<file path="src/rtl/msb_normalizer.sv">
// Streaming unsigned normalizer: MSB index as exponent, bits below it left-aligned as mantissa.
// Define MSB_NORMALIZER_ROUND_EN for round-half-to-even of discarded bits; truncation otherwise.
module msb_normalizer #(
  parameter int IN_WIDTH   = 32,
  parameter int MANT_WIDTH = 23,
  localparam int EXP_WIDTH = $clog2(IN_WIDTH) + 1
) (
  input  logic                  clk,
  input  logic                  rst,
  input  logic                  in_valid,
  output logic                  in_ready,
  input  logic [IN_WIDTH-1:0]   in_data,
  output logic                  out_valid,
  input  logic                  out_ready,
  output logic                  out_zero,
  output logic [EXP_WIDTH-1:0]  out_exp,
  output logic [MANT_WIDTH-1:0] out_mant
);

  localparam int PW = $clog2(IN_WIDTH);

  logic                  s1_valid;
  logic [IN_WIDTH-1:0]   s1_data;
  logic                  s1_zero;
  logic [PW-1:0]         s1_p;
  logic                  s2_valid;
  logic                  s2_load;
  logic                  s1_load;
  logic [PW-1:0]         p_enc;
  logic [MANT_WIDTH-1:0] mant_next;
  logic [EXP_WIDTH-1:0]  exp_next;

  assign s2_load   = !s2_valid || out_ready;
  assign s1_load   = !s1_valid || s2_load;
  assign in_ready  = s1_load;
  assign out_valid = s2_valid;

  always_comb begin
    p_enc = '0;
    for (int unsigned i = 0; i < IN_WIDTH; i++) begin
      if (in_data[i]) p_enc = PW'(i);
    end
  end

`ifdef MSB_NORMALIZER_ROUND_EN
  // Low IN_WIDTH bits of frac hold the discarded bits: top one is guard, rest feed sticky.
  logic [MANT_WIDTH+IN_WIDTH-1:0] frac;
  logic                           guard;
  logic                           sticky;
  logic                           inc;
  logic [MANT_WIDTH:0]            sum;

  always_comb begin
    frac      = (MANT_WIDTH + IN_WIDTH)'({s1_data, {(MANT_WIDTH + IN_WIDTH){1'b0}}} >> s1_p);
    guard     = frac[IN_WIDTH-1];
    sticky    = |frac[IN_WIDTH-2:0];
    inc       = guard && (sticky || frac[IN_WIDTH]);
    sum       = {1'b0, frac[MANT_WIDTH+IN_WIDTH-1:IN_WIDTH]} + (MANT_WIDTH + 1)'(inc);
    mant_next = sum[MANT_WIDTH-1:0];
    exp_next  = EXP_WIDTH'(s1_p) + EXP_WIDTH'(sum[MANT_WIDTH]);
  end
`else
  // Shifting right by p places the MSB just above the mantissa field, so truncation drops it.
  always_comb begin
    mant_next = MANT_WIDTH'({s1_data, {MANT_WIDTH{1'b0}}} >> s1_p);
    exp_next  = EXP_WIDTH'(s1_p);
  end
`endif

  always_ff @(posedge clk) begin
    if (rst) begin
      s1_valid <= 1'b0;
      s1_data  <= '0;
      s1_zero  <= 1'b0;
      s1_p     <= '0;
    end else if (s1_load) begin
      s1_valid <= in_valid;
      if (in_valid) begin
        s1_data <= in_data;
        s1_zero <= ~|in_data;
        s1_p    <= p_enc;
      end
    end
  end

  always_ff @(posedge clk) begin
    if (rst) begin
      s2_valid <= 1'b0;
      out_zero <= 1'b0;
      out_exp  <= '0;
      out_mant <= '0;
    end else if (s2_load) begin
      s2_valid <= s1_valid;
      if (s1_valid) begin
        out_zero <= s1_zero;
        out_exp  <= exp_next;
        out_mant <= mant_next;
      end
    end
  end

endmodule
</file>
<file path="config.mk">
export PLATFORM = sky130hd
export DESIGN_NAME = msb_normalizer
export DESIGN_NICKNAME = d
export VERILOG_FILES = /design/src/rtl/msb_normalizer.sv
export SDC_FILE = /design/constraint.sdc
export NUM_CORES = 1
export LEC_CHECK = 0
export BUFFER_PORTS_ARGS = -buffer_cell sky130_fd_sc_hd__buf_2
export CORE_MARGIN = 3
export CORE_UTILIZATION = 50
export CTS_BUF_LIST = sky130_fd_sc_hd__clkbuf_16
export DETAILED_ROUTE_END_ITERATION = 8
export GPL_TIMING_DRIVEN = 0
export HOLD_SLACK_MARGIN = 0.15
export PLACE_DENSITY = 0.82
export SLEW_MARGIN = 25
export SYNTH_ARGS = -nofsm -noshare
export SYNTH_HDL_FRONTEND = slang
export SYNTH_SLANG_ARGS = --single-unit
</file>
<file path="constraint.sdc">
create_clock -name clk -period 5.5 [get_ports clk]
set_clock_uncertainty 0.2 [all_clocks]
set_input_delay 0.825 -clock clk [delete_from_list [all_inputs] [get_ports clk]]
set_output_delay 0.825 -clock clk [all_outputs]
set_load 0.01 [all_outputs]
</file>
==> run metrics <==
Max Clock Freq=409.4 MHz; worst hold path depth=2; Initial DRC Count=425; hold_buf cts=0; cts bufs inserted=9; hpwl dp=10760 um; Worst Reg2Reg Path Length in Cells=8; Crit Path Category=flop to flop; fin area=5046 um2; Fin. Hold Viols=0; Ys Warns=0; Max Cap Viol=0; Max FO, Critical Path=10; Sequential Area=1361 um2; worst path arrival time=2.49 ns; worst-case clock buffer depth=2; area delta synth->final=17.34%; area share of the largest cell type after synthesis=31.66%; GR Util All Layers=28.46%; register bit count reported by yosys=68; status=finished, final reports clean; fin crit period=2.442 ns; number of antenna violations at the first check in global routing=0; pwr dens=279.3 nW/um2; leakage power=2.012 nW; Ports=68; Initial Util=51.82%; CTS tree=yes; min-delay worst type=flop to flop; Die W=98.74 um; final setup vio count=0; maximum number of pins on one net before global-route repair=12; First-pass DRT Iterations=5; Max VDD drop=0.2214 mV; asr flop ratio synth=0%; Synth cell types=51; Slew HR=56.34%; RSZ-0062 raised after global routing=false; worst reg2reg path startpoint=s1_p[3]; number of global-route vias before repair=4206; syn_area_per_cell=8.008 um2; crit share post-route=44.41%; # port buffers=66; Post-synth EDFFs=0; top post-synthesis cells by area=dfxtp_1, mux4_2, nand2_1, a21oi_1, mux2i_1; synthesized instance count=537; core area=8299 um2; required time at the worst-slack endpoint=5.55 ns; post-route ant nets=0; Net Count, Synth=573; Reg-to-Reg End=out_mant[22]; placed inst area=4762 um2; clock-pin slew on the worst setup and hold paths=0.06 ns; clk_lat worst skew=0.34 ns; Post-CTS Setup Bufs=0; global-route wire length before repair=21800 um; actual slew at the worst max-slew pin=0.6548 ns; drc violations=0; R2R Setup Slk=3.06 ns; CTS resizes=0; die extent in y=98.74 um; layout cell share with drive strength beyond 1=21.97%; nets=650; Slew Limit Fails=0; area of the multi-input gates=2675 um2; Crit. End Element=flop; wire length per cell=19.15 um; final setup TNS=0 ns; # fillers=753; hold endpoint=out_mant[4]; gpl congestion=0.9554; worst hold start=out_mant[4]; Post-Route WL=13860 um; Diodes inserted=0; die area=9750 um2; CTS root buffer=clkbuf_16; top cell type by total area after synthesis=dfxtp_1; grt ovf=0; Vias=4419; ys flop type=dfxtp_1; floorplan row count=33; cell area after synthesis=4300 um2; sequential share of the synthesized area=31.66%; CTS H-tree depth=3; Setup crit start kind=flop; Num Clock Sinks=68; vias per cell=6.104
==> per-stage QoR <==
| step | setup WS [ns] | total power [W] | instances | util (%) | hold slack, ns |
|---|---|---|---|---|---|
| after floorplan | 3.294 | 0.0007524 | 537 | - | 0.2321 |
| after global placement | 2.954 | 0.0008480 | 708 | 57.38 | 0.2288 |
| after detailed placement | 2.927 | 0.0008533 | 708 | 57.38 | 0.2295 |
| after CTS | 3.109 | 0.001403 | 724 | 60.80 | 0.2376 |
| after global routing | 2.916 | 0.001456 | 724 | 60.80 | 0.2732 |
| final | 3.058 | 0.001409 | 724 | 60.80 | 0.2345 |
==> layout by cell type (no fill, tap or decap), drive strengths merged, types with 6 or more instances in the layout <==
master	n
a21oi	62
mux4	25
o21ai	18
nor2	50
nand3	9
o211ai	9
clkbuf	31
buf	86
inv	12
nor3	10
nand2	122
dfxtp	68
clkinv	6
mux2i	20
a211oi	13
mux2	11
nor4	11
a31oi	6
==> flip-flops by register name, indices dropped and copies added, names as in the netlist <==
signal and cells:
s1_data 31, out_mant 23, out_exp 5, s1_p 5, out_valid 1, out_zero 1
s1_valid 1, s1_zero 1
==> critical path, cell delays in order (launching register included) <==
cell and delay [ns]:
dfxtp_1 0.40, buf_4 0.22, buf_2 0.29, clkinv_1 0.38
nand2_1 0.20, o22ai_1 0.12, o21ai_0 0.17, o21ai_0 0.12
a211oi_1 0.25
==> power breakdown <==
| part | switching (W) | internal [W] | leakage [nW] |
|---|---|---|---|
| combinational | 0.000183 | 0.000122 | 1.31 |
| clock | 0.000214 | 0.000344 | 0.141 |
| sequential | 0.0000267 | 0.000519 | 0.558 |
==> worst max path at each step <==
stage	start	end	slack [ns]	cells past startpoint
finish	s1_p[3]	out_mant[22]	3.06	8
global route	s1_p[3]	out_mant[22]	2.92	8
CTS	s1_p[3]	out_mant[22]	3.11	8
detailed placement	out_ready	s1_data[8]	2.93	7
global placement	out_ready	out_mant[9]	2.95	8
floorplan	out_ready	s1_data[5]	3.29	6
==> area by class of cell <==
cell class | instances | area share [%]
plain buffers | 42 | 4.265
clock buffers | 9 | 4.463
clock inverters | 7 | 1.165
inverters | 13 | 0.9670
multi-input cells | 414 | 53.01
flip-flops and latches | 68 | 26.98
well taps | 105 | 2.604
repair buffers | 66 | 6.546
==> routing by layer <==
metal / vias to the layer above / global-route usage (%) / share of wire (%)
li1: 2088 / - / -
met1: 2053 / 35.85 / 40
met2: 243 / 47.99 / 49
met3: 35 / 5.591 / 8.0
met4: 0 / 11.24 / 3.0
met5: - / 0 / 0
==> synthesized netlist by cell type (2+ instances only) <==
library cell    n
mux2_2          9
o21ai_1         4
o2bb2ai_1       2
nand3_1         9
mux2i_1        20
nor2b_1         2
a311oi_1        2
nand2_1       122
a211oi_1       13
buf_4           7
dfxtp_1        68
a21oi_1        62
mux4_2         25
nand4_1         2
nand2b_1        4
nand3b_1        2
o31ai_1         4
clkinv_1        2
and2_1          3
o22ai_1         4
clkbuf_1       22
a31oi_1         6
o211ai_1        9
nor3_1         10
o21bai_1        3
a22o_1          2
inv_1          10
a31o_2          2
buf_1           3
buf_2           7
buf_6           3
nor4_1         11
a22oi_1         3
nor2_1         50
o21ai_0        14
==> cell families after synthesis <==
group / count (synthesis) / synth area share, %
AOI/OAI and AO/OA: 140 / 20.28
buffers and inverters: 55 / 6.139
DFF: 68 / 31.66
muxes: 56 / 20.72
other: 1 / 0.08720
and+or+nand+nor: 217 / 21.12
Note: power is estimated with default switching activity, not from simulation.
